$ cat src/rtl/alu_pkg.sv
`default_nettype none
// ============================================================================
// Module      : alu_pkg
// Description : Shared ALU op codes, flag bit positions, flag masks and the
//               issue-controller state encoding.
// Revision    : 1.0 - initial release
// ============================================================================
package alu_pkg;

    typedef enum logic [3:0] {
        OP_NOP  = 4'd0,
        OP_MOV  = 4'd1,
        OP_CMP  = 4'd2,
        OP_TEST = 4'd3,
        OP_SHL  = 4'd4,
        OP_SHR  = 4'd5,
        OP_ADD  = 4'd6,
        OP_ADC  = 4'd7,
        OP_SUB  = 4'd8,
        OP_SBB  = 4'd9,
        OP_MUL  = 4'd10,
        OP_AND  = 4'd11,
        OP_OR   = 4'd12,
        OP_XOR  = 4'd13,
        OP_NOT  = 4'd14,
        OP_CLRF = 4'd15
    } alu_op_t;

    localparam int unsigned c_FLAG_ZERO     = 7;
    localparam int unsigned c_FLAG_SIGN     = 6;
    localparam int unsigned c_FLAG_CARRY    = 5;
    localparam int unsigned c_FLAG_OVERFLOW = 4;

    localparam logic [7:0] c_BIT_Z = 8'(1 << c_FLAG_ZERO);
    localparam logic [7:0] c_BIT_S = 8'(1 << c_FLAG_SIGN);
    localparam logic [7:0] c_BIT_C = 8'(1 << c_FLAG_CARRY);
    localparam logic [7:0] c_BIT_V = 8'(1 << c_FLAG_OVERFLOW);

    localparam logic [7:0] c_MASK_NONE = 8'h00;
    localparam logic [7:0] c_MASK_Z    = c_BIT_Z;
    localparam logic [7:0] c_MASK_ZS   = c_BIT_Z | c_BIT_S;
    localparam logic [7:0] c_MASK_ZSC  = c_BIT_Z | c_BIT_S | c_BIT_C;
    localparam logic [7:0] c_MASK_ZSCV = c_BIT_Z | c_BIT_S | c_BIT_C | c_BIT_V;

    // Low nibble of the architectural flags is reserved and reads as zero.
    localparam logic [7:0] c_FLAG_VALID = c_MASK_ZSCV;

    typedef enum logic [1:0] {
        ST_IDLE  = 2'd0,
        ST_ISSUE = 2'd1,
        ST_RESP  = 2'd2
    } state_t;

endpackage : alu_pkg
`default_nettype wire

$ cat src/rtl/alu_issue_ctrl_if.sv
`default_nettype none
// ============================================================================
// Module      : alu_issue_ctrl_if
// Description : Request, ALU-drive, response and flag signals of the issue
//               controller; slave = controller side, master = environment.
// Revision    : 1.0 - initial release
// ============================================================================
interface alu_issue_ctrl_if #(
    parameter int WORD_SIZE = 8,
    parameter int TAG_W     = 3
);
    logic                 req_valid;
    logic                 req_ready;
    logic [3:0]           req_op;
    logic [WORD_SIZE-1:0] req_a;
    logic [WORD_SIZE-1:0] req_b;
    logic [TAG_W-1:0]     req_tag;

    logic [3:0]           alu_mode;
    logic [WORD_SIZE-1:0] alu_a;
    logic [WORD_SIZE-1:0] alu_b;
    logic [WORD_SIZE-1:0] alu_result;
    logic [7:0]           alu_flags;

    logic                 rsp_valid;
    logic                 rsp_ready;
    logic [WORD_SIZE-1:0] rsp_data;
    logic                 rsp_we;
    logic [TAG_W-1:0]     rsp_tag;

    logic [7:0]           flags_q;

    modport slave (
        input  req_valid, req_op, req_a, req_b, req_tag,
        input  alu_result, alu_flags,
        input  rsp_ready,
        output req_ready,
        output alu_mode, alu_a, alu_b,
        output rsp_valid, rsp_data, rsp_we, rsp_tag,
        output flags_q
    );

    modport master (
        output req_valid, req_op, req_a, req_b, req_tag,
        output alu_result, alu_flags,
        output rsp_ready,
        input  req_ready,
        input  alu_mode, alu_a, alu_b,
        input  rsp_valid, rsp_data, rsp_we, rsp_tag,
        input  flags_q
    );
endinterface : alu_issue_ctrl_if
`default_nettype wire

$ cat src/rtl/alu_flag_policy.sv
`default_nettype none
// ============================================================================
// Module      : alu_flag_policy
// Description : Per-op flag update mask and register-writeback qualifier.
// Revision    : 1.0 - initial release
// ============================================================================
module alu_flag_policy
    import alu_pkg::*;
(
    input  alu_op_t    i_op,
    output logic [7:0] o_update_mask,
    output logic       o_writes_result
);

    always_comb begin
        o_update_mask   = c_MASK_NONE;
        o_writes_result = 1'b1;
        case (i_op)
            OP_CMP, OP_TEST: begin
                o_update_mask   = c_MASK_ZSCV;
                o_writes_result = 1'b0;
            end
            OP_ADD, OP_ADC, OP_SUB, OP_SBB,
            OP_AND, OP_OR,  OP_XOR: begin
                o_update_mask   = c_MASK_ZSCV;
            end
            OP_SHL:  o_update_mask = c_MASK_ZSC;
            OP_SHR:  o_update_mask = c_MASK_ZS;
            OP_MUL:  o_update_mask = c_MASK_Z;
            OP_MOV, OP_NOT: begin
                o_update_mask   = c_MASK_NONE;
            end
            // CLRF clears flags through its own path, not through the mask.
            OP_NOP, OP_CLRF: begin
                o_update_mask   = c_MASK_NONE;
                o_writes_result = 1'b0;
            end
            default: begin
                o_update_mask   = c_MASK_NONE;
                o_writes_result = 1'b0;
            end
        endcase
    end

endmodule : alu_flag_policy
`default_nettype wire

$ cat src/rtl/alu_issue_ctrl.sv
`default_nettype none
// ============================================================================
// Module      : alu_issue_ctrl
// Description : Sequential front end for the combinational ALU: accepts ops,
//               holds ALU inputs for a settle window, merges flags, responds.
// Revision    : 1.0 - initial release
// ============================================================================
module alu_issue_ctrl
    import alu_pkg::*;
#(
    parameter int WORD_SIZE     = 8,
    parameter int TAG_W         = 3,
    parameter int SETTLE_CYCLES = 1
) (
    input  wire logic        clk,
    input  wire logic        reset,
    alu_issue_ctrl_if.slave  bus
);

    localparam logic [3:0] c_SETTLE_INIT = 4'(SETTLE_CYCLES - 1);

    state_t               r_state;
    state_t               w_next_state;

    alu_op_t              r_op;
    logic [3:0]           r_cnt;
    alu_op_t              r_alu_mode;
    logic [WORD_SIZE-1:0] r_alu_a;
    logic [WORD_SIZE-1:0] r_alu_b;
    logic [WORD_SIZE-1:0] r_rsp_data;
    logic                 r_rsp_we;
    logic [TAG_W-1:0]     r_rsp_tag;
    logic [7:0]           r_flags;

    alu_op_t              w_req_op;
    logic                 w_direct;
    logic                 w_req_ready;
    logic                 w_accept;
    logic                 w_rsp_fire;
    logic                 w_capture;
    logic [7:0]           w_mask;
    logic                 w_writes;
    logic [7:0]           w_flags_merged;

    assign w_req_op = alu_op_t'(bus.req_op);

    // NOP and CLRF never touch the ALU, so they skip the settle window.
    assign w_direct = (w_req_op == OP_NOP) || (w_req_op == OP_CLRF);

    // A response handshake frees the slot in the same cycle, allowing
    // back-to-back issue without an idle bubble.
    assign w_req_ready = !reset &&
                         ((r_state == ST_IDLE) ||
                          ((r_state == ST_RESP) && bus.rsp_ready));
    assign w_accept    = bus.req_valid && w_req_ready;
    assign w_rsp_fire  = (r_state == ST_RESP) && bus.rsp_ready;
    assign w_capture   = (r_state == ST_ISSUE) && (r_cnt == 4'd0);

    alu_flag_policy u_flag_policy (
        .i_op            (r_op),
        .o_update_mask   (w_mask),
        .o_writes_result (w_writes)
    );

    assign w_flags_merged = ((r_flags & ~w_mask) | (bus.alu_flags & w_mask))
                            & c_FLAG_VALID;

    always_ff @(posedge clk) begin
        if (reset) begin
            r_state <= ST_IDLE;
        end else begin
            r_state <= w_next_state;
        end
    end

    always_comb begin
        w_next_state = r_state;
        case (r_state)
            ST_IDLE: begin
                if (w_accept) begin
                    w_next_state = w_direct ? ST_RESP : ST_ISSUE;
                end
            end
            ST_ISSUE: begin
                if (w_capture) begin
                    w_next_state = ST_RESP;
                end
            end
            ST_RESP: begin
                if (w_rsp_fire) begin
                    if (w_accept) begin
                        w_next_state = w_direct ? ST_RESP : ST_ISSUE;
                    end else begin
                        w_next_state = ST_IDLE;
                    end
                end
            end
            default: w_next_state = ST_IDLE;
        endcase
    end

    always_ff @(posedge clk) begin
        if (reset) begin
            r_op       <= OP_NOP;
            r_cnt      <= 4'd0;
            r_alu_mode <= OP_NOP;
            r_alu_a    <= '0;
            r_alu_b    <= '0;
            r_rsp_data <= '0;
            r_rsp_we   <= 1'b0;
            r_rsp_tag  <= '0;
            r_flags    <= 8'h00;
        end else begin
            if (w_accept) begin
                r_op      <= w_req_op;
                r_rsp_tag <= bus.req_tag;
                r_cnt     <= c_SETTLE_INIT;
                if (w_direct) begin
                    r_rsp_data <= '0;
                    r_rsp_we   <= 1'b0;
                    if (w_req_op == OP_CLRF) begin
                        r_flags <= 8'h00;
                    end
                end else begin
                    // The ALU drive registers double as the operand holding registers.
                    r_alu_mode <= w_req_op;
                    r_alu_a    <= bus.req_a;
                    r_alu_b    <= bus.req_b;
                end
            end

            if (r_state == ST_ISSUE) begin
                if (w_capture) begin
                    r_rsp_data <= w_writes ? bus.alu_result : '0;
                    r_rsp_we   <= w_writes;
                    r_flags    <= w_flags_merged;
                    r_alu_mode <= OP_NOP;
                end else begin
                    r_cnt <= r_cnt - 4'd1;
                end
            end
        end
    end

    assign bus.req_ready = w_req_ready;
    assign bus.alu_mode  = r_alu_mode;
    assign bus.alu_a     = r_alu_a;
    assign bus.alu_b     = r_alu_b;
    assign bus.rsp_valid = (r_state == ST_RESP);
    assign bus.rsp_data  = r_rsp_data;
    assign bus.rsp_we    = r_rsp_we;
    assign bus.rsp_tag   = r_rsp_tag;
    assign bus.flags_q   = r_flags;

endmodule : alu_issue_ctrl
`default_nettype wire

$ cat src/flat_wrapper.sv
// flat-port wrapper written by rule: the top's interface ports become plain ports
module alu_issue_ctrl_flat import alu_pkg::*;
#(
    parameter int WORD_SIZE     = 8,
    parameter int TAG_W         = 3,
    parameter int SETTLE_CYCLES = 1
)
  (clk, reset, bus_req_valid, bus_req_op, bus_req_a, bus_req_b, bus_req_tag, bus_alu_result, bus_alu_flags, bus_rsp_ready, bus_req_ready, bus_alu_mode, bus_alu_a, bus_alu_b, bus_rsp_valid, bus_rsp_data, bus_rsp_we, bus_rsp_tag, bus_flags_q);
  alu_issue_ctrl_if #(.WORD_SIZE(WORD_SIZE), .TAG_W(TAG_W)) bus_i ();
  input  wire logic clk;
  input  wire logic reset;
  input wire logic [$bits(bus_i.req_valid)-1:0] bus_req_valid;
  input wire logic [$bits(bus_i.req_op)-1:0] bus_req_op;
  input wire logic [$bits(bus_i.req_a)-1:0] bus_req_a;
  input wire logic [$bits(bus_i.req_b)-1:0] bus_req_b;
  input wire logic [$bits(bus_i.req_tag)-1:0] bus_req_tag;
  input wire logic [$bits(bus_i.alu_result)-1:0] bus_alu_result;
  input wire logic [$bits(bus_i.alu_flags)-1:0] bus_alu_flags;
  input wire logic [$bits(bus_i.rsp_ready)-1:0] bus_rsp_ready;
  output wire logic [$bits(bus_i.req_ready)-1:0] bus_req_ready;
  output wire logic [$bits(bus_i.alu_mode)-1:0] bus_alu_mode;
  output wire logic [$bits(bus_i.alu_a)-1:0] bus_alu_a;
  output wire logic [$bits(bus_i.alu_b)-1:0] bus_alu_b;
  output wire logic [$bits(bus_i.rsp_valid)-1:0] bus_rsp_valid;
  output wire logic [$bits(bus_i.rsp_data)-1:0] bus_rsp_data;
  output wire logic [$bits(bus_i.rsp_we)-1:0] bus_rsp_we;
  output wire logic [$bits(bus_i.rsp_tag)-1:0] bus_rsp_tag;
  output wire logic [$bits(bus_i.flags_q)-1:0] bus_flags_q;
  assign bus_i.req_valid = bus_req_valid;
  assign bus_i.req_op = bus_req_op;
  assign bus_i.req_a = bus_req_a;
  assign bus_i.req_b = bus_req_b;
  assign bus_i.req_tag = bus_req_tag;
  assign bus_i.alu_result = bus_alu_result;
  assign bus_i.alu_flags = bus_alu_flags;
  assign bus_i.rsp_ready = bus_rsp_ready;
  assign bus_req_ready = bus_i.req_ready;
  assign bus_alu_mode = bus_i.alu_mode;
  assign bus_alu_a = bus_i.alu_a;
  assign bus_alu_b = bus_i.alu_b;
  assign bus_rsp_valid = bus_i.rsp_valid;
  assign bus_rsp_data = bus_i.rsp_data;
  assign bus_rsp_we = bus_i.rsp_we;
  assign bus_rsp_tag = bus_i.rsp_tag;
  assign bus_flags_q = bus_i.flags_q;
  alu_issue_ctrl #(.WORD_SIZE(WORD_SIZE), .TAG_W(TAG_W), .SETTLE_CYCLES(SETTLE_CYCLES)) u_core (.clk(clk), .reset(reset), .bus(bus_i));
endmodule
$ cat config.mk
export PLATFORM = sky130hd
export DESIGN_NAME = alu_issue_ctrl_flat
export DESIGN_NICKNAME = d
export VERILOG_FILES = /design/src/rtl/alu_pkg.sv /design/src/rtl/alu_issue_ctrl_if.sv /design/src/rtl/alu_flag_policy.sv /design/src/rtl/alu_issue_ctrl.sv /design/src/flat_wrapper.sv
export SDC_FILE = /design/constraint.sdc
export NUM_CORES = 1
export LEC_CHECK = 0
export BUFFER_PORTS_ARGS = -buffer_cell sky130_fd_sc_hd__buf_2
export CORE_UTILIZATION = 35
export CTS_BUF_LIST = sky130_fd_sc_hd__clkbuf_8
export DETAILED_ROUTE_END_ITERATION = 12
export PLACE_DENSITY = 0.63
export SYNTH_ARGS = -nofsm -noshare
export SYNTH_HDL_FRONTEND = slang
export SYNTH_HIERARCHICAL = 1
export SYNTH_SLANG_ARGS = --single-unit
$ cat constraint.sdc
create_clock -name clk -period 3.8 [get_ports clk]
set_clock_uncertainty 0.1 [all_clocks]
set_input_delay 0.38 -clock clk [delete_from_list [all_inputs] [get_ports clk]]
set_output_delay 0.38 -clock clk [all_outputs]
set_load 0.02 [all_outputs]
Word level (Yosys, flattened, before mapping):

Cells that the tools add are included.

* register bits after elaboration: 50

* bitwise logic cells: 5
* reduce and logical (&&, ||, !) cells: 16
* eq/ne operators: 21
* $add $sub $neg: 1
* multiplexer cells: 29

Operators by type and width (number)
* $mux W8: 10
* $pmux W8 S5: 1
* $eq A4 B4 Y1 const B: 9
* $mux W4: 7
* $and A8 B8 Y8: 2
* $eq A4 B3 Y1 const B: 4
* $logic_not A4 Y1: 3
* $mux W2: 5
* $reduce_or A9 Y1: 1
* $eq A4 B2 Y1 const B: 2
* $not A8 Y8: 1
* $or A8 B8 Y8: 1
* $reduce_or A4 Y1: 2
* $ne A2 B1 Y1 const B: 3
* $pmux W2 S3: 1
* $mux W1: 5
* $eq A4 B1 Y1 const B: 1
* $logic_and A1 B1 Y1: 4
* $sub A4 B1 Y4 const B: 1
* $reduce_and A3 Y1: 1
* $eq A2 B1 Y1 const B: 1
* $eq A2 B2 Y1 const B: 1
* $logic_not A2 Y1: 1
* $logic_or A1 B1 Y1: 2
* 3 further kinds: 3

Longest topological paths before layout:

Gate-level depths: netlist of run 1.

* depth after elaboration: 8
* depth in mapped cells: 7
* depth with buffers taken out: 6

Cells and area by module:

The synthesis of run 1 kept the hierarchy.

Modules (own cells, without submodules)
* alu_issue_ctrl: times used 1, cells each 222, sequential area each 1001.0 µm², area each 1956.9 µm²
* alu_flag_policy: times used 1, cells each 19, sequential area each 0.0 µm², area each 125.1 µm²

Worst setup path before layout of run 1:

No wires, ideal clock.

* path kind: register -> register
* start point: register u_core.r_cnt[0]
* end point: register u_core.r_rsp_data[0], in the netlist u_core/bus.rsp_data[0]
* arrival time: 1.404 ns
* clock period less this slack: 1.620 ns
* path slack: 2.180 ns
* stages on the path, launching flop included: 7
* cells stage by stage: dfxtp_1 inv_1 ha_1 nor3b_2 a21o_1 a21oi_2 a22o_1

* word-level cells in the longest chain between the ends: 4

Ends and longest elaborated chain
* start, declared: RTL line alu_issue_ctrl.sv:26 `logic [3:0] r_cnt;`
* start signal, assigned: RTL line alu_issue_ctrl.sv:117 `r_cnt <= c_SETTLE_INIT;`
* start signal, assigned: RTL line alu_issue_ctrl.sv:139 `r_cnt <= r_cnt - 4'd1;`
* $logic_not A4 Y1: RTL line alu_issue_ctrl.sv:57 `assign w_capture = (r_state == ST_ISSUE) && (r_cnt == 4'd0);`
* $logic_and A1 B1 Y1: RTL line alu_issue_ctrl.sv:57
* $mux W8: RTL line alu_issue_ctrl.sv:133 `if (w_capture) begin`
* $mux W8: RTL line alu_issue_ctrl.sv:132 `if (r_state == ST_ISSUE) begin`
* end signal, assigned: RTL line alu_issue_ctrl.sv:134 `r_rsp_data <= w_writes ? bus.alu_result : '0;`
* end, declared: RTL line alu_issue_ctrl.sv:30 `logic [WORD_SIZE-1:0] r_rsp_data;`

Every way passes these cells.
A chain may end at the register's enable or synchronous reset.

Final worst setup path of run 1:

* start point: input reset
* end point: register u_core.r_state[1]

* word-level cells in the longest chain between the ends: 6

Ends and longest elaborated chain
* start, declared: RTL line flat_wrapper.sv:11 `input wire logic reset;`
* $logic_not A1 Y1: RTL line alu_issue_ctrl.sv:52 `assign w_req_ready = !reset &&`
* $logic_and A1 B1 Y1: RTL line alu_issue_ctrl.sv:52
* $logic_and A1 B1 Y1: RTL line alu_issue_ctrl.sv:55 `assign w_accept = bus.req_valid && w_req_ready;`
* $mux W2: RTL line alu_issue_ctrl.sv:91 `if (w_accept) begin`
* $mux W2: RTL line alu_issue_ctrl.sv:90 `if (w_rsp_fire) begin`
* $pmux W2 S3: RTL line alu_issue_ctrl.sv:78 `case (r_state)`
* end signal, assigned: RTL line alu_issue_ctrl.sv:72 `r_state <= w_next_state;`
* end, declared: RTL line alu_issue_ctrl.sv:22 `state_t r_state;`

Several ways; a longest one is shown, not always the timed one. The select of a mux whose other input is x is not followed.

==> flow_metrics.env, run 1 <==
export IMPL_hold_buffers=0
export IMPL_final_setup_worst_slack_ps=1720
export IMPL_min_to="u_core/bus.rsp_data[5]"
export IMPL_power_frac_seq_pct=54.1
export IMPL_dp_hpwl_mm=3.32
export IMPL_p_switching_mw=0.278
export IMPL_ys_warn_count=6
export IMPL_dieArea_mm2=0.00616
export IMPL_place_ws_ps=1360
export IMPL_antenna_left=0
export IMPL_drt_pass1_iterations=4
export IMPL_ctsResizeCount=0
export IMPL_synthCells=236
export IMPL_fin_crit_sh_pct=54.7
export IMPL_fmax_ghz=0.481
export IMPL_finalWeightedCongestion=0.731
export IMPL_clockRootBuffer="clkbuf_8"
export IMPL_r2r_slack_ps=1810
export IMPL_cp_max_fo=34
export IMPL_arrival_ps=2180
export IMPL_grt_pass1_vias=1841
export IMPL_p_leak_nw=1.18
export IMPL_relSlewSlack_pct=45.7
export IMPL_r2r_end="u_core/r_state[1]"
export IMPL_worstPathRequired_ps=3900
export IMPL_area_growth_pct=25.8
export IMPL_num_fill_cells=558
export IMPL_combPwrFrac_pct=14.0
export IMPL_syn_avg_cell_area_um2=8.68
export IMPL_hp_class="in2reg"
export IMPL_endpoint_kind="flip-flop"
export IMPL_final_area_mm2=0.00258
export IMPL_intPower_mw=0.747
export IMPL_cts_clk_slew_worst_paths_ps=90
export IMPL_setup_worst_path_class="in2reg"
export IMPL_num_rows=27
export IMPL_io_buffers=80
export IMPL_core_area_mm2=0.00557
export IMPL_multiInputGateArea_um2=956
export IMPL_grt_pass1_wl_mm=8.17
export IMPL_hold_viol=0
export IMPL_syn_area_mm2=0.00205
export IMPL_cts_setup_buffers=0
export IMPL_clockBufferDepth=2
export IMPL_path_cells="buf_2 > nor2_1 > and3_1 > buf_4 > nor3_1 > a2111oi_2"
export IMPL_cpMaxStageDelayCell="and3_1"
export IMPL_irDropWorstVdd_mv=0.151
export IMPL_whs_path_depth=2
export IMPL_fin_tns_setup_ps=0
export IMPL_drt_iter0_markers=105
export IMPL_num_io_pins=85
export IMPL_register_area_mm2=0.00100
export IMPL_crit_path_max_incr_delay_ps=580
export IMPL_numCtsBuffers=5
export IMPL_post_route_drc_count=0
export IMPL_routedWlPerCell_um=12.5
export IMPL_htreeDepth=2
export IMPL_critPathLaunchType="input port"
export IMPL_antenna_found_initial=0
export IMPL_worstHoldStart="bus_alu_result[5]"
export IMPL_r2r_cells=5
export IMPL_r2r_start="u_core/r_state[0]"
export IMPL_die_w_um=78.5
export IMPL_nNetsFinal=353
export IMPL_num_antenna_cells=0
export IMPL_clkPwrFrac_pct=31.9
export IMPL_clock_sinks=50
export IMPL_p_per_area_mw_per_mm2=398
export IMPL_vias_per_cell=4.99
export IMPL_clk_latency_ps=300
export IMPL_stdcell_count=381
export IMPL_grt_setup_unrepaired="no"
export IMPL_grt_usage_pct=16.5
export IMPL_maxCapViolations=0
export IMPL_post_dp_cell_area_mm2=0.00248
export IMPL_start_util_pct=36.7
export IMPL_grt_max_degree=35
export IMPL_netSwitchingFraction_pct=27.1
export IMPL_status="finished clean"
export IMPL_min_period_ps=2080
export IMPL_place_inst=373
export IMPL_cts_tree="yes"
export IMPL_setup_viol=0
export IMPL_drive_gt1_share_pct=32.0
export IMPL_vias=1901
export IMPL_gr_total_overflow=0
export IMPL_die_y_um=78.5
export IMPL_utilization_pct=46.2
export IMPL_routed_wl_mm=4.77
export IMPL_tightest_slew_ps=814
export IMPL_slew_violations=0
export IMPL_synth_nets=281
final cells by class:
type | instances | share of cell area [%]
Inverter | 4 | 0.583
Clock buffer | 6 | 3.21
Clock inverter | 2 | 0.631
Sequential cell | 50 | 38.9
Timing Repair Buffer | 82 | 16.1
Tap cell | 72 | 3.50
Multi-Input combinational cell | 165 | 37.1
layout by cell type, fill, tap and decap left out, types with 2 or more instances in the layout:
master,instances
a21o_1,4
a21oi_1,34
a21oi_2,2
a22o_1,8
and2_1,6
and3_1,3
buf_2,80
buf_4,2
clkbuf_8,6
dfxtp_1,50
ha_1,2
inv_1,4
mux2i_1,4
nand2_1,15
nand2b_1,5
nand3_1,29
nor2_1,11
nor3_1,4
o21ai_0,22
registers in the layout (all words and copies together), names as in the netlist, named ones only:
name                 cells
u_core/bus.alu_mode      4
u_core/bus.flags_q       4
u_core/bus.rsp_we        1
u_core/r_cnt             4
u_core/bus.rsp_tag       3
u_core/r_state           2
u_core/bus.rsp_data      8
u_core/r_op              4
u_core/bus.alu_a         8
u_core/bus.alu_b         8
per-layer routing:
metal  track usage (%)  part of all wire, %
met1              20.7                   47
met4              5.19                  1.1
met2              27.7                   47
met3              3.95                  4.8
met5                 0                    0
how the worst max path moves through the flow:
stage                          from                      to  slack [ps]  cells past startpoint
detailed placement            reset       u_core/r_state[1]        1360                      6
finish                        reset       u_core/r_state[1]        1720                      6
global route                  reset       u_core/r_state[1]        1550                      6
floorplan           u_core/r_cnt[0]  u_core/bus.rsp_data[0]        2180                      6
CTS                           reset       u_core/r_state[1]        1680                      6
global placement              reset       u_core/r_state[1]        1380                      6
critical path, delay by kind of cell:
kind,cells,cell delay [ps]
AND/OR/NAND/NOR,3,890
buffers and inverters,2,630
AO/OA/AOI/OAI,1,270
power groups by stage:
stage                     sequential (mW)  combinational (mW)  clock [mW]
after floorplan                     0.584              0.0758           0
after global placement              0.566               0.144           0
after detailed placement            0.567               0.145           0
after CTS                           0.554               0.145       0.341
after global routing                0.557               0.159       0.358
final                               0.554               0.143       0.327
per-stage QoR:
stage / hold WS (ps) / power (mW)
2_1_floorplan: 369 / 0.659
3_5_place_dp: 341 / 0.711
6_report: 186 / 1.02
3_3_place_gp: 330 / 0.710
5_1_grt: 178 / 1.08
4_1_cts: 178 / 1.04
Note: power is estimated with default switching activity, not from simulation.
==> inputs of run 2 (changes only) <==
==> constraint.sdc (replaced) <==
create_clock -name clk -period 2.1 [get_ports clk]
set_clock_uncertainty 0.1 [all_clocks]
set_input_delay 0.21 -clock clk [delete_from_list [all_inputs] [get_ports clk]]
set_output_delay 0.21 -clock clk [all_outputs]
set_load 0.02 [all_outputs]
==> run 2 against run 1 <==
Compared with the run above: first-iteration DRC count is 1.9% lower; critical path depth stayed put; combinational power is 90% higher; highest routed layer unchanged; sequential power is 81% higher; sequential cell count stayed put; cell area is 2.4% higher; clock-buffer cell count stayed put; core utilization is 1.1 points higher; clock power is 110% higher; hold slack worse by 150 ps; sequential share of layout area is 0.92 points lower; final cell count is 0.79% higher.
==> flow_metrics.env, run 2 (synthesis results as in run 1) <==
export IMPL_status="finished clean"
export IMPL_die_w_um=78.5
export IMPL_r2r_start="u_core/r_cnt[0]"
export IMPL_grt_usage_pct=16.6
export IMPL_fmax_ghz=0.541
export IMPL_routed_wl_mm=4.96
export IMPL_r2r_slack_ps=250
export IMPL_netSwitchingFraction_pct=24.7
export IMPL_drt_iter0_markers=103
export IMPL_vias=1935
export IMPL_die_y_um=78.5
export IMPL_drive_gt1_share_pct=32.7
export IMPL_drt_pass1_iterations=4
export IMPL_num_rows=27
export IMPL_nNetsFinal=357
export IMPL_numCtsBuffers=5
export IMPL_grt_pass1_wl_mm=8.25
export IMPL_r2r_end="u_core/bus.rsp_data[1]"
export IMPL_num_io_pins=85
export IMPL_utilization_pct=47.3
export IMPL_final_setup_worst_slack_ps=253
export IMPL_mostFrequentLayoutCells="80 x buf_2, 50 x dfxtp_1, 34 x a21oi_1"
export IMPL_hold_ws_ps=31.0
export IMPL_start_util_pct=36.7
export IMPL_endpoint_kind="flip-flop"
export IMPL_arrival_ps=1930
export IMPL_intPower_mw=1.47
export IMPL_post_dp_cell_area_mm2=0.00252
export IMPL_clk_latency_ps=290
export IMPL_antenna_found_initial=0
export IMPL_cts_tree="yes"
export IMPL_area_growth_pct=28.8
export IMPL_cp_max_fo=10
export IMPL_clockRootBuffer="clkbuf_8"
export IMPL_setup_worst_path_class="reg2reg"
export IMPL_gr_total_overflow=0
export IMPL_tightest_slew_ps=789
export IMPL_crit_path_end="u_core/bus.rsp_data[1]"
export IMPL_p_leak_nw=1.22
export IMPL_hold_viol=0
export IMPL_r2r_cells=6
export IMPL_dp_hpwl_mm=3.54
export IMPL_grt_pass1_vias=1893
export IMPL_worstHoldStart="bus_alu_result[5]"
export IMPL_power_frac_seq_pct=51.5
export IMPL_crit_start="u_core/r_cnt[0]"
export IMPL_clockBufferDepth=2
export IMPL_relSlewSlack_pct=47.4
export IMPL_p_switching_mw=0.481
export IMPL_slew_violations=0
export IMPL_final_common_cell="buf_2"
export IMPL_hold_buffers=0
export IMPL_num_antenna_cells=0
export IMPL_fin_tns_setup_ps=0
export IMPL_worstPathRequired_ps=2190
export IMPL_io_buffers=80
export IMPL_vias_per_cell=5.04
export IMPL_clkPwrFrac_pct=34.6
export IMPL_grt_max_degree=34
export IMPL_grt_setup_unrepaired="no"
export IMPL_core_area_mm2=0.00557
export IMPL_htreeDepth=2
export IMPL_routedWlPerCell_um=12.9
export IMPL_min_period_ps=1850
export IMPL_irDropWorstVdd_mv=0.379
export IMPL_clock_sinks=50
export IMPL_critPathLaunchType="flip-flop"
export IMPL_setup_viol=0
export IMPL_dieArea_mm2=0.00616
export IMPL_cts_clk_slew_worst_paths_ps=80
export IMPL_finalWeightedCongestion=0.753
export IMPL_fin_crit_sh_pct=87.9
export IMPL_hp_class="in2reg"
export IMPL_antenna_left=0
export IMPL_final_area_mm2=0.00264
export IMPL_p_per_area_mw_per_mm2=739
export IMPL_post_route_drc_count=0
export IMPL_combPwrFrac_pct=13.9
export IMPL_maxCapViolations=0
export IMPL_num_fill_cells=554
export IMPL_place_ws_ps=138
-- run 2: through the flow --
stage / cells / power, mW
floorplan: 236 / 1.19
global placement: 377 / 1.30
detailed placement: 377 / 1.30
CTS: 384 / 1.98
global route: 384 / 2.04
finish: 384 / 1.95
-- run 2: area by class of cell --
class	count	area, µm²	share of cell area [%]
Multi-Input combinational cell	165	962	36.5
Clock inverter	1	30.0	1.14
Timing Repair Buffer	86	458	17.4
Sequential cell	50	1000	37.9
Tap cell	72	90.1	3.41
Inverter	4	15.0	0.569
Clock buffer	6	82.6	3.13
-- run 2: critical path, cell delays in order (launching register included) --
cell and delay (ps):
dfxtp_1 340, inv_1 100, ha_1 150, nor3b_4 380, a21o_1 310, a21oi_2 130, a22o_1 230
-- run 2: worst min path at each step --
stage	slack, ps	cells after the start	end
6_report	30	2	u_core/bus.rsp_data[5]
3_5_place_dp	330	2	u_core/bus.rsp_data[5]
2_1_floorplan	240	1	u_core/bus.rsp_data[0]
5_1_grt	20	2	u_core/bus.rsp_data[5]
3_3_place_gp	330	2	u_core/bus.rsp_data[0]
4_1_cts	20	2	u_core/bus.rsp_data[5]
-- run 2: power groups by stage --
| stage | logic, mW | registers (mW) | clock network, mW |
|---|---|---|---|
| 6_report | 0.272 | 1.00 | 0.675 |
| 3_5_place_dp | 0.273 | 1.03 | 0 |
| 4_1_cts | 0.274 | 1.00 | 0.701 |
| 3_3_place_gp | 0.270 | 1.02 | 0 |
| 2_1_floorplan | 0.137 | 1.06 | 0 |
| 5_1_grt | 0.300 | 1.01 | 0.729 |
-- run 2: layer usage --
layer	vias up	part of all wire, %	GRT usage (%)
met3	4	4.8	3.49
met1	909	45	19.9
met5	-	0	0
met2	40	49	29.0
met4	0	0.99	5.93
li1	982	-	-
-- run 2: what timing repair did --
action,CTS,global route
resized for setup,0,1
endpoints found under the setup margin,0,13
setup buffers,0,0
